**src/rtl/sift_pkg.sv**
```systemverilog
// Shared types for the SIFT descriptor datapath: orientation bins and
// the subpatch histogram controller states.
package sift_pkg;

    localparam int unsigned NUM_BINS = 8;

    typedef logic [2:0] orient_bin_t;

    typedef enum logic [1:0] {
        StIdle,
        StIssue,
        StDrain,
        StDone
    } hist_state_t;

endpackage

```
**src/rtl/orientation_bin.sv**
```systemverilog
// Combinational octant classifier for one gradient pair; nonzero is low
// when both components are zero so the sample contributes to no bin.
module orientation_bin
    import sift_pkg::*;
#(
    parameter int unsigned BIT_DEPTH = 8
) (
    input  logic signed [BIT_DEPTH-1:0] gx,
    input  logic signed [BIT_DEPTH-1:0] gy,
    output orient_bin_t                 bin,
    output logic                        nonzero
);

    localparam int unsigned MAG_W = BIT_DEPTH + 1;

    logic             sx, sy;
    logic [MAG_W-1:0] gx_ext, gy_ext, ax, ay;
    logic             x_ge_y;

    always_comb begin
        sx     = gx[BIT_DEPTH-1];
        sy     = gy[BIT_DEPTH-1];
        // One extra bit so the most negative sample has a representable magnitude
        gx_ext = {sx, gx};
        gy_ext = {sy, gy};
        ax     = sx ? (~gx_ext + MAG_W'(1)) : gx_ext;
        ay     = sy ? (~gy_ext + MAG_W'(1)) : gy_ext;
        x_ge_y = (ax >= ay);
        nonzero = (gx != '0) || (gy != '0);
        bin = 3'd0;
        case ({sx, sy})
            2'b00:   bin = x_ge_y ? 3'd0 : 3'd1;
            2'b10:   bin = x_ge_y ? 3'd3 : 3'd2;
            2'b11:   bin = x_ge_y ? 3'd4 : 3'd5;
            2'b01:   bin = x_ge_y ? 3'd7 : 3'd6;
            default: bin = 3'd0;
        endcase
    end

endmodule

```
**src/rtl/subpatch_histogram.sv**
```systemverilog
// Walks one subpatch of the gradient BRAMs in raster order and accumulates
// a saturating 8-bin orientation histogram, presented with a one-cycle valid.
module subpatch_histogram
    import sift_pkg::*;
#(
    parameter int unsigned DIMENSION    = 64,
    parameter int unsigned BIT_DEPTH    = 8,
    parameter int unsigned PATCH_SIZE   = 4,
    parameter int unsigned READ_LATENCY = 2,
    localparam int unsigned COORD_W = $clog2(DIMENSION),
    localparam int unsigned ADDR_W  = $clog2(DIMENSION * DIMENSION),
    localparam int unsigned WL_W    = $clog2(COORD_W + 1),
    localparam int unsigned SUB     = PATCH_SIZE / 2,
    localparam int unsigned N       = SUB * SUB,
    localparam int unsigned COUNT_W = $clog2(N)
) (
    input  logic                        clk,
    input  logic                        rst_in,
    input  logic                        start,
    input  logic [COORD_W-1:0]          origin_x,
    input  logic [COORD_W-1:0]          origin_y,
    input  logic [WL_W-1:0]             width_log2,
    output logic [ADDR_W-1:0]           grad_addr,
    input  logic signed [BIT_DEPTH-1:0] grad_x,
    input  logic signed [BIT_DEPTH-1:0] grad_y,
    output logic                        busy,
    output logic                        hist_valid,
    output logic [NUM_BINS*COUNT_W-1:0] hist_out
);

    localparam int unsigned SUB_W = (SUB > 1) ? $clog2(SUB) : 1;

    hist_state_t                      state_q, state_d;
    logic [COORD_W-1:0]               ox_q, oy_q;
    logic [WL_W-1:0]                  wl_q;
    logic [SUB_W-1:0]                 col_q, row_q;
    logic [ADDR_W-1:0]                addr_q, addr_d;
    logic [READ_LATENCY-1:0]          tag_q, tag_d;
    logic                             data_vld_q, bin_vld_q;
    logic signed [BIT_DEPTH-1:0]      gx_q, gy_q;
    orient_bin_t                      bin_d, bin_q;
    logic                             nonzero;
    logic [NUM_BINS-1:0][COUNT_W-1:0] cnt_q;
    logic                             issue, last;
    logic [COORD_W:0]                 lim, x_sum, y_sum, x_cl, y_cl;

    orientation_bin #(
        .BIT_DEPTH(BIT_DEPTH)
    ) u_orientation_bin (
        .gx     (gx_q),
        .gy     (gy_q),
        .bin    (bin_d),
        .nonzero(nonzero)
    );

    // Coordinates past the level edge replicate the last pixel
    always_comb begin
        lim    = ((COORD_W + 1)'(1) << wl_q) - (COORD_W + 1)'(1);
        x_sum  = {1'b0, ox_q} + (COORD_W + 1)'(col_q);
        y_sum  = {1'b0, oy_q} + (COORD_W + 1)'(row_q);
        x_cl   = (x_sum > lim) ? lim : x_sum;
        y_cl   = (y_sum > lim) ? lim : y_sum;
        addr_d = (ADDR_W'(y_cl) << wl_q) | ADDR_W'(x_cl);
        last   = (col_q == SUB_W'(SUB - 1)) && (row_q == SUB_W'(SUB - 1));
    end

    always_comb begin
        state_d = state_q;
        issue   = 1'b0;
        case (state_q)
            StIdle:  if (start) state_d = StIssue;
            StIssue: begin
                issue = 1'b1;
                if (last) state_d = StDrain;
            end
            // Leave once only the final bin remains; it is counted on the edge entering DONE
            StDrain: if ((tag_q == '0) && !data_vld_q) state_d = StDone;
            StDone:  state_d = StIdle;
            default: state_d = StIdle;
        endcase
        tag_d    = tag_q << 1;
        tag_d[0] = issue;
    end

    always_ff @(posedge clk or negedge rst_in) begin
        if (!rst_in) begin
            state_q    <= StIdle;
            ox_q       <= '0;
            oy_q       <= '0;
            wl_q       <= '0;
            col_q      <= '0;
            row_q      <= '0;
            addr_q     <= '0;
            tag_q      <= '0;
            data_vld_q <= 1'b0;
            gx_q       <= '0;
            gy_q       <= '0;
            bin_vld_q  <= 1'b0;
            bin_q      <= '0;
            cnt_q      <= '0;
        end else begin
            state_q    <= state_d;
            tag_q      <= tag_d;
            data_vld_q <= tag_q[READ_LATENCY-1];
            if (tag_q[READ_LATENCY-1]) begin
                gx_q <= grad_x;
                gy_q <= grad_y;
            end
            bin_vld_q <= data_vld_q && nonzero;
            bin_q     <= bin_d;

            if ((state_q == StIdle) && start) begin
                ox_q  <= origin_x;
                oy_q  <= origin_y;
                wl_q  <= width_log2;
                col_q <= '0;
                row_q <= '0;
                cnt_q <= '0;
            end else if (bin_vld_q && (cnt_q[bin_q] != '1)) begin
                cnt_q[bin_q] <= cnt_q[bin_q] + COUNT_W'(1);
            end

            if (issue) begin
                addr_q <= addr_d;
                if (col_q == SUB_W'(SUB - 1)) begin
                    col_q <= '0;
                    row_q <= row_q + SUB_W'(1);
                end else begin
                    col_q <= col_q + SUB_W'(1);
                end
            end
        end
    end

    assign grad_addr  = addr_q;
    assign busy       = (state_q != StIdle);
    assign hist_valid = (state_q == StDone);
    assign hist_out   = cnt_q;

endmodule

```
**config.mk**
```make
export PLATFORM = sky130hd
export DESIGN_NAME = subpatch_histogram
export DESIGN_NICKNAME = d
export VERILOG_FILES = /design/src/rtl/sift_pkg.sv /design/src/rtl/orientation_bin.sv /design/src/rtl/subpatch_histogram.sv
export SDC_FILE = /design/constraint.sdc
export NUM_CORES = 1
export LEC_CHECK = 0
export CORE_MARGIN = 2
export CORE_UTILIZATION = 45
export CTS_BUF_LIST = sky130_fd_sc_hd__clkbuf_16
export CTS_CLUSTER_DIAMETER = 80
export CTS_CLUSTER_SIZE = 30
export DETAILED_ROUTE_END_ITERATION = 12
export GPL_ROUTABILITY_DRIVEN = 1
export GPL_TIMING_DRIVEN = 0
export HOLD_SLACK_MARGIN = 0.02
export PLACE_DENSITY_LB_ADDON = 0.3
export SLEW_MARGIN = 25
export SYNTH_ARGS = -nofsm -noshare
export SYNTH_HDL_FRONTEND = slang
export SYNTH_SLANG_ARGS = --single-unit
```
**constraint.sdc**
```tcl
create_clock -name clk -period 3.35 [get_ports clk]
set_input_delay 0.335 -clock clk [delete_from_list [all_inputs] [get_ports clk]]
set_output_delay 0.335 -clock clk [all_outputs]
set_load 0.02 [all_outputs]
```
## Word level (Yosys, flattened, before mapping)

Cells that the tools add are included.

| word-level totals | value |
|---|---|
| bits in registers | 70 |
| latch bits | 0 |
| RAM bits | 0 |
| memory bits (read-only) | 0 |
| input port bits | 34 |
| output and inout port bits | 30 |
| memories kept | 0 |

| cells by class | value |
|---|---|
| $add $sub $neg | 8 |
| $mul | 0 |
| div/mod/pow operators | 0 |
| magnitude comparators | 5 |
| eq/ne operators | 10 |
| shift-type cells | 2 |
| multiplexer cells | 27 |
| bitwise logic cells | 3 |
| reduce and logical (&&, ||, !) cells | 17 |

Operators by type and width:

| cell | number |
|---|---|
| $mux W16 | 2 |
| $add A9 B1 Y9 const B | 2 |
| $mux W9 | 2 |
| $not A9 Y9 | 2 |
| $bwmux W16 | 1 |
| $reduce_bool A8 Y1 | 2 |
| $add A6 B1 Y7 | 2 |
| $gt A7 B7 Y1 | 2 |
| $mux W7 | 2 |
| $or A12 B7 Y12 | 1 |
| $pmux W3 S4 | 1 |
| $shl A7 B3 Y12 | 1 |
| $mux W1 | 11 |
| $mux W2 | 5 |
| $ge A9 B9 Y1 | 1 |
| $eq A2 B2 Y1 const B | 4 |
| $ne A2 B2 Y1 const B | 4 |
| $pmux W2 S4 | 1 |
| $shl A1 B3 Y7 const A | 1 |
| $sub A7 B2 Y7 const B | 1 |
| $bmux W2 S3 | 1 |
| $demux W2 S3 | 1 |
| $logic_and A1 B1 Y1 | 6 |
| $logic_not A2 Y1 | 3 |
| other kinds (9) | 13 |

## Longest topological paths before layout

Gate-level depths: netlist of run 1.

| depth | value |
|---|---|
| depth after elaboration | 7 |
| gate-level depth with buffers | 14 |

## Hierarchy

A second synthesis of run 1 with hierarchy kept.

| second synthesis, totals | value |
|---|---|
| cell total of the unflattened synthesis | 507 |
| area total of the unflattened synthesis | 4740.8 um^2 |

Modules (own cells, without submodules):

| module | times used | cells an instance | area an instance (um^2) |
|---|---|---|---|
| subpatch_histogram | 1 | 431 | 4151.5 |
| orientation_bin | 1 | 76 | 589.3 |

## Worst setup path before layout of run 1

OpenSTA, ideal clock, no wires.

| path | value |
|---|---|
| kind | register to register |
| from | reg row_q |
| to | reg addr_q[3] (netlist: grad_addr[3]) |
| setup time | 0.088 ns |
| arrival time | 2.994 ns |
| data required time | 3.262 ns |
| path slack | 0.267 ns |
| cell stages (with the launch flop) | 15 |
| path through | dfrtp_1 -> ha_1 -> ha_1 -> and3_2 -> xnor2_1 -> inv_1 -> ha_1 -> and3_1 -> buf_6 -> a211oi_1 -> a2bb2oi_1 -> nor2_1 -> a31oi_1 -> o311ai_0 -> a41oi_1 |

| on the way | value |
|---|---|
| cells in the longest elaborated chain, start to end | 5 |

RTL lines:

| what | line | source |
|---|---|---|
| start, declared | subpatch_histogram.sv:36 | `logic [SUB_W-1:0] col_q, row_q;` |
| start signal, assigned | subpatch_histogram.sv:127 | `row_q <= row_q + SUB_W'(1);` |
| $add A6 B1 Y7 (*) | subpatch_histogram.sv:60 | `y_sum = {1'b0, oy_q} + (COORD_W + 1)'(row_q);` |
| $gt A7 B7 Y1 | subpatch_histogram.sv:62 | `y_cl = (y_sum > lim) ? lim : y_sum;` |
| $mux W7 (*) | subpatch_histogram.sv:62 |  |
| $shl A7 B3 Y12 (*) | subpatch_histogram.sv:63 | `addr_d = (ADDR_W'(y_cl) << wl_q) \| ADDR_W'(x_cl);` |
| $or A12 B7 Y12 (*) | subpatch_histogram.sv:63 |  |
| end signal, assigned | subpatch_histogram.sv:124 | `addr_q <= addr_d;` |
| end, declared | subpatch_histogram.sv:37 | `logic [ADDR_W-1:0] addr_q, addr_d;` |

Every way passes the cells marked *; elsewhere a longest branch is shown, timed or not.
A chain may end at the register's enable or synchronous reset.

## Worst setup path after layout of run 1

| path | value |
|---|---|
| from | reg row_q |
| to | reg addr_q[6] (netlist: grad_addr[6]) |

Same word-level chain as after synthesis.

==> results of run 1 <==
## repair_timing
| action | 4_1_cts | 5_1_grt |
|---|---|---|
| setup endpoints to repair | 17 | 22 |
| pin swaps | 1 | 5 |
| gates resized for setup | 11 | 19 |
| hold buffers | 1 | 0 |
| hold endpoints to repair | 14 | 0 |
| buffers inserted | 0 | 7 |
## per-stage QoR
| step | instance area, sq um | TNS, ps | std cells |
|---|---|---|---|
| after global routing | 5930 | -122 | 727 |
| final | 5930 | 0 | 727 |
| after global placement | 5410 | -28250 | 702 |
| after floorplan | 4610 | 0 | 506 |
| after detailed placement | 5430 | -2030 | 703 |
| after CTS | 5800 | 0 | 720 |
## cells by family (layout without fill, tap and decap cells)
group           Yosys count  after routing  share of synthesized area [%]
simple gates            182            182                           17.8
compound gates          115            115                           17.0
xor+xnor                 19             19                           4.02
buf+inv                  46            134                           4.94
mux                      31             31                           7.08
fa+ha+maj                41             41                           11.0
other cells               2              2                          0.163
flops                    70             70                           38.0
## Yosys cell counts (3+ instances only)
cell type	instances	area [sq um]
or3_1	4	25.0
o22ai_1	3	18.8
clkbuf_1	16	60.1
and2_1	4	25.0
nand3_1	17	85.1
mux2_2	13	146
nor3b_1	3	22.5
nand2_1	80	300
xnor2_1	12	105
xor2_1	6	52.6
buf_6	6	67.6
and3_1	8	50.1
a21o_1	7	52.6
o21ai_0	31	155
nor2_1	40	150
nand2b_1	7	43.8
inv_1	21	78.8
nor3_1	7	35.0
mux2i_1	18	180
a31oi_1	7	43.8
ha_1	38	475
dfrtp_1	70	1750
a21oi_1	22	110
o21bai_1	3	22.5
a211oi_1	7	52.6
o211ai_1	3	22.5
nand3b_1	3	22.5
## worst max-delay path: stages, from the launching register on
cell     delay [ps]
dfrtp_1         400
ha_2            190
ha_2            180
and3_4          210
xnor2_4         150
inv_1            80
ha_1            320
and3_1          200
buf_6           150
o311a_2         160
a21oi_4         230
a21oi_4          70
buf_4           160
a21o_2          180
and3_1          170
o32a_1          320
## power by group through the flow
stage                     clock (mW)  combinational (mW)  sequential, mW
final                          0.938                4.67            1.61
after global routing            1.00                5.13            1.67
after CTS                      0.958                4.37            1.60
after detailed placement           0                4.22            1.61
after global placement             0                4.12            1.59
after floorplan                    0                2.91            1.68
## how the worst max path moves through the flow
stage	startpoint	to	slack [ps]	cells past startpoint
final	row_q$_DFF_PN0_	grad_addr[6]$_DFFE_PN0P_	60	15
after global routing	row_q$_DFF_PN0_	grad_addr[6]$_DFFE_PN0P_	-60	15
after CTS	row_q$_DFF_PN0_	grad_addr[3]$_DFFE_PN0P_	20	14
after detailed placement	row_q$_DFF_PN0_	grad_addr[3]$_DFFE_PN0P_	-430	14
after global placement	row_q$_DFF_PN0_	grad_addr[3]$_DFFE_PN0P_	-420	14
after floorplan	row_q$_DFF_PN0_	grad_addr[3]$_DFFE_PN0P_	270	14
## state kept, by name (all words and copies together) (netlist names)
register and flops:
tag_q 2, data_vld_q 1, wl_q 3, ox_q 6
col_q 1, bin_q 3, gx_q 8, row_q 1
bin_vld_q 1, grad_addr 12, hist_out 16, gy_q 8
state_q 2, oy_q 6
## metal layers
metal	routed length (microns)	global-route usage [%]	up-vias
met2	5910	37.2	96
met3	452	3.28	25
li1	-	-	1962
met4	331	10.5	0
met1	4950	26.7	1935
met5	0	0	-
## cell type report
type	instances	area [sq um]	share of cell area [%]
well taps	133	166	2.81
clock inverters	7	66.3	1.12
clock buffers	9	225	3.80
multi-input cells	390	2770	46.7
flip-flops and latches	70	1750	29.6
repair buffers	72	718	12.1
inverters	22	82.6	1.39
plain buffers	24	148	2.49
==> flow_metrics.py, run 1 <==
metrics = {
    "sta": {
        "fin_crit_sh_pct": 98.2,
        "hold_violations": 0,
        "finalWorstSetupSlack_ps": 61.6,
        "fin_crit_ps": 3290,
        "slew_headroom_pct": 60.7,
        "fmax_ghz": 0.304,
        "grt_setup_unrepaired": "yes",
        "drv_slew": 0,
        "clock_skew_ps": 7.02,
        "worstMarginPinSlew_ps": 583,
        "setup_viol": 0,
        "hold_ws_ps": 388,
    },
    "worst_setup_path": {
        "arrival_ps": 3500,
        "reg2reg_slack_ps": 60,
        "ff2ff_path_depth": 15,
        "reg2reg_to": "grad_addr[6]$_DFFE_PN0P_",
        "r2r_start": "row_q$_DFF_PN0_",
        "worst-setup-path-type": "flip-flop to flip-flop",
        "critical_path_required_ps": 3560,
        "start_kind": "flip-flop",
        "crit_fanout": 9,
        "end_kind": "flip-flop",
    },
    "global_route": {
        "antenna_found_initial": 0,
        "grtUsageTotal_pct": 21.7,
        "grt_max_degree": 57,
        "grt_pass1_vias": 4057,
        "grt_pass1_wl_mm": 19.3,
        "overflow": 0,
    },
    "synthesis": {
        "yosysSeqAreaShare_pct": 38.0,
        "synth_cell_type_count": 66,
        "yosys_warnings": 0,
        "synthCells": 506,
        "async_flop_share_pct": 100,
        "ys.flop_type": "dfrtp_1",
        "syn_area_per_cell_sq_um": 9.11,
        "ys_ff_latch": 70,
        "synth_nets": 578,
        "synth-edff-count": 0,
        "syn_area_sq_um": 4610,
    },
    "placed_design": {
        "hpwl_mm": 8.66,
        "post-place-ws_ps": -428,
        "numPortBuffers": 63,
        "place_congestion": 0.912,
    },
    "cts": {
        "clkTransAtPathRegs_ps": 60,
        "clock-sinks": 70,
        "cts_buffers": 9,
        "cts_tree": "yes",
        "clockBufferDepth": 2,
        "clock-root-buffer": "clkbuf_16",
        "clkLatencyLatePin_ps": 330,
        "htree_levels": 3,
    },
    "route": {
        "final_antenna_net_count": 0,
        "drc": 0,
        "wl_per_cell_microns": 16.0,
        "drt_iter0_markers": 157,
        "dr.pass1.iters": 4,
        "vias": 4018,
        "drt-total-wl_mm": 11.6,
        "viasPerCell": 5.53,
    },
    "cells_and_area": {
        "antennaDiodeCount": 0,
        "post-route-util_pct": 60.1,
        "mostFrequentLayoutCell": "nand2_1",
        "area_growth_pct": 28.5,
        "layout_common_cells": "nand2_1, dfrtp_1, clkdlybuf4s50_1",
        "n_fill_cell": 837,
        "nNetsFinal": 661,
        "layout-drive-gt1-share_pct": 12.5,
    },
    "floorplanning": {
        "dieArea_sq_um": 11100,
        "die_y_microns": 105,
        "start_util_pct": 46.8,
        "io_pins": 64,
        "die_x_microns": 105,
        "core_sq_um": 9860,
        "rows": 36,
    },
    "min_path": {
        "min_path_cells": 0,
        "min_to": "tag_q[1]$_DFF_PN0_",
        "hold_start": "tag_q[0]$_DFF_PN0_",
        "min_path_type": "flip-flop to flip-flop",
    },
    "power": {
        "switching_share_pct": 46.5,
        "irDropWorstVdd_v": 0.000532,
        "power.internal_mw": 3.86,
        "combPwrFrac_pct": 64.7,
        "power_switching_mw": 3.36,
        "power_frac_seq_pct": 22.3,
        "power_mw": 7.22,
        "power_density_nw_per_um2": 1220,
        "power_frac_clock_pct": 13.0,
        "p_leak_nw": 2.58,
    },
    "job": {
        "drv_cap": 0,
    },
    "run_status": {
        "outcome": "completed",
    },
}
No activity file was read; power rests on OpenSTA's default activity.
==> run 2, diff against run 1 <==
SLEW_MARGIN = 20   (was 25)
==> run 2 against run 1 <==
Clock skew up 3.2 ps; sequential power is essentially flat; first-iteration DRC count is 10% lower; design area about the same; clock power shrank 9.0%; highest routed layer unchanged.
==> flow_metrics.py, run 2 (synthesized netlist as in run 1, its figures left out) <==
metrics = {
    "power": {
        "irDropWorstVdd_v": 0.000441,
        "power_switching_mw": 3.42,
        "power_frac_clock_pct": 11.9,
        "combPwrFrac_pct": 65.8,
        "power_mw": 7.19,
        "switching_share_pct": 47.5,
        "p_leak_nw": 2.56,
        "power_density_nw_per_um2": 1210,
        "power.internal_mw": 3.77,
        "power_frac_seq_pct": 22.3,
    },
    "job": {
        "drv_cap": 0,
    },
    "cells_and_area": {
        "n_fill_cell": 863,
        "nNetsFinal": 660,
        "antennaDiodeCount": 0,
        "area_growth_pct": 28.4,
        "largest_register_ffs": 16,
        "layout_common_cells": "nand2_1, dfrtp_1, clkdlybuf4s50_1",
        "mostFrequentLayoutCell": "nand2_1",
        "layout-drive-gt1-share_pct": 12.7,
        "stdcell_area_sq_um": 5920,
        "post-route-util_pct": 60.0,
    },
    "floorplanning": {
        "die_x_microns": 105,
        "rows": 36,
        "start_util_pct": 46.8,
        "dieArea_sq_um": 11100,
        "io_pins": 64,
        "die_y_microns": 105,
        "core_sq_um": 9860,
    },
    "global_route": {
        "grt_pass1_wl_mm": 19.2,
        "grtUsageTotal_pct": 21.4,
        "grt_pass1_vias": 4001,
        "antenna_found_initial": 0,
        "grt_max_degree": 57,
        "overflow": 0,
    },
    "worst_setup_path": {
        "start_kind": "flip-flop",
        "reg2reg_slack_ps": 70,
        "crit_fanout": 10,
        "arrival_ps": 3510,
        "end_kind": "flip-flop",
        "startpoint": "row_q$_DFF_PN0_",
        "critical_path_required_ps": 3580,
        "worst-setup-path-type": "flip-flop to flip-flop",
        "r2r_start": "row_q$_DFF_PN0_",
    },
    "sta": {
        "hold_ws_ps": 388,
        "setup_viol": 0,
        "fin_crit_sh_pct": 97.8,
        "worstMarginPinSlew_ps": 589,
        "slew_headroom_pct": 60.3,
        "hold_violations": 0,
        "clock_skew_ps": 10.2,
        "drv_slew": 0,
        "fmax_ghz": 0.305,
        "fin_crit_ps": 3280,
    },
    "cts": {
        "cts_buffers": 9,
        "cts_tree": "yes",
        "clock-root-buffer": "clkbuf_16",
        "clkTransAtPathRegs_ps": 60,
        "clockBufferDepth": 2,
        "clock-sinks": 70,
        "clkLatencyLatePin_ps": 340,
        "htree_levels": 3,
    },
    "placed_design": {
        "place_congestion": 0.912,
        "numPortBuffers": 63,
        "placed_area_sq_um": 5430,
        "hpwl_mm": 8.69,
    },
    "route": {
        "dr.pass1.iters": 5,
        "viasPerCell": 5.56,
        "drt-total-wl_mm": 11.6,
        "final_antenna_net_count": 0,
        "vias": 4034,
        "wl_per_cell_microns": 16.1,
        "drc": 0,
        "drt_iter0_markers": 141,
    },
    "min_path": {
        "min_path_type": "flip-flop to flip-flop",
        "hold_start": "tag_q[0]$_DFF_PN0_",
    },
    "run_status": {
        "outcome": "completed",
    },
}
-- run 2: path summary, 6_finish.rpt --
kind,end,cells after the start
max,grad_addr[7]$_DFFE_PN0P_,14
min,tag_q[1]$_DFF_PN0_,0
max reg2reg,grad_addr[7]$_DFFE_PN0P_,14
min reg2reg,tag_q[1]$_DFF_PN0_,0
max in group asynchronous,gx_q[4]$_DFFE_PN0P_,3
min in group asynchronous,grad_addr[4]$_DFFE_PN0P_,2
-- run 2: metal layers --
layer | track usage (%) | wire length, microns | vias up
met5 | 0 | 0 | -
met4 | 7.52 | 306 | 0
met3 | 4.14 | 475 | 22
met2 | 36.5 | 5880 | 108
li1 | - | - | 1959
met1 | 27.0 | 4980 | 1945
-- run 2: through the flow --
step	TNS, ps	setup slack, ps	instances
4_1_cts	0	12.6	719
6_report	0	73.9	725
3_5_place_dp	-2000	-397	703
2_1_floorplan	0	267	506
3_3_place_gp	-28250	-423	702
5_1_grt	-212	-62.0	725
-- run 2: worst max-delay path, stage by stage, from the launching register on --
cell	delay [ps]
dfrtp_1	390
ha_2	200
and3_1	170
buf_6	130
nand3_1	130
xnor2_2	240
ha_1	290
and3_1	190
buf_6	160
o311a_2	170
a21oi_4	310
a21oi_4	110
a311oi_1	370
a211oi_2	110
a311oi_1	210
-- run 2: cell type report --
cell class | instances | area [sq um] | share of cell area (%)
Clock inverter | 6 | 31.3 | 0.528
Tap cell | 133 | 166 | 2.81
Clock buffer | 9 | 225 | 3.80
Sequential cell | 70 | 1750 | 29.6
Multi-Input combinational cell | 391 | 2810 | 47.5
Timing Repair Buffer | 70 | 703 | 11.9
Inverter | 22 | 82.6 | 1.39
Buffer | 24 | 149 | 2.51
-- run 2: timing repair --
| action | in CTS | in global routing |
|---|---|---|
| endpoints found under the setup margin | 16 | 17 |
| setup buffers | 0 | 5 |
| hold buffers | 1 | 0 |
| pin swaps | 1 | 9 |
| resized for setup | 9 | 28 |
| cloned | 0 | 1 |
| hold endpoints to repair | 14 | 0 |
-- run 2: power groups by stage --
stage / logic, mW / clock network (mW) / registers (mW)
2_1_floorplan: 2.91 / 0 / 1.68
3_3_place_gp: 4.12 / 0 / 1.59
6_report: 4.73 / 0.854 / 1.61
3_5_place_dp: 4.22 / 0 / 1.61
5_1_grt: 5.19 / 0.909 / 1.67
4_1_cts: 4.35 / 0.865 / 1.60
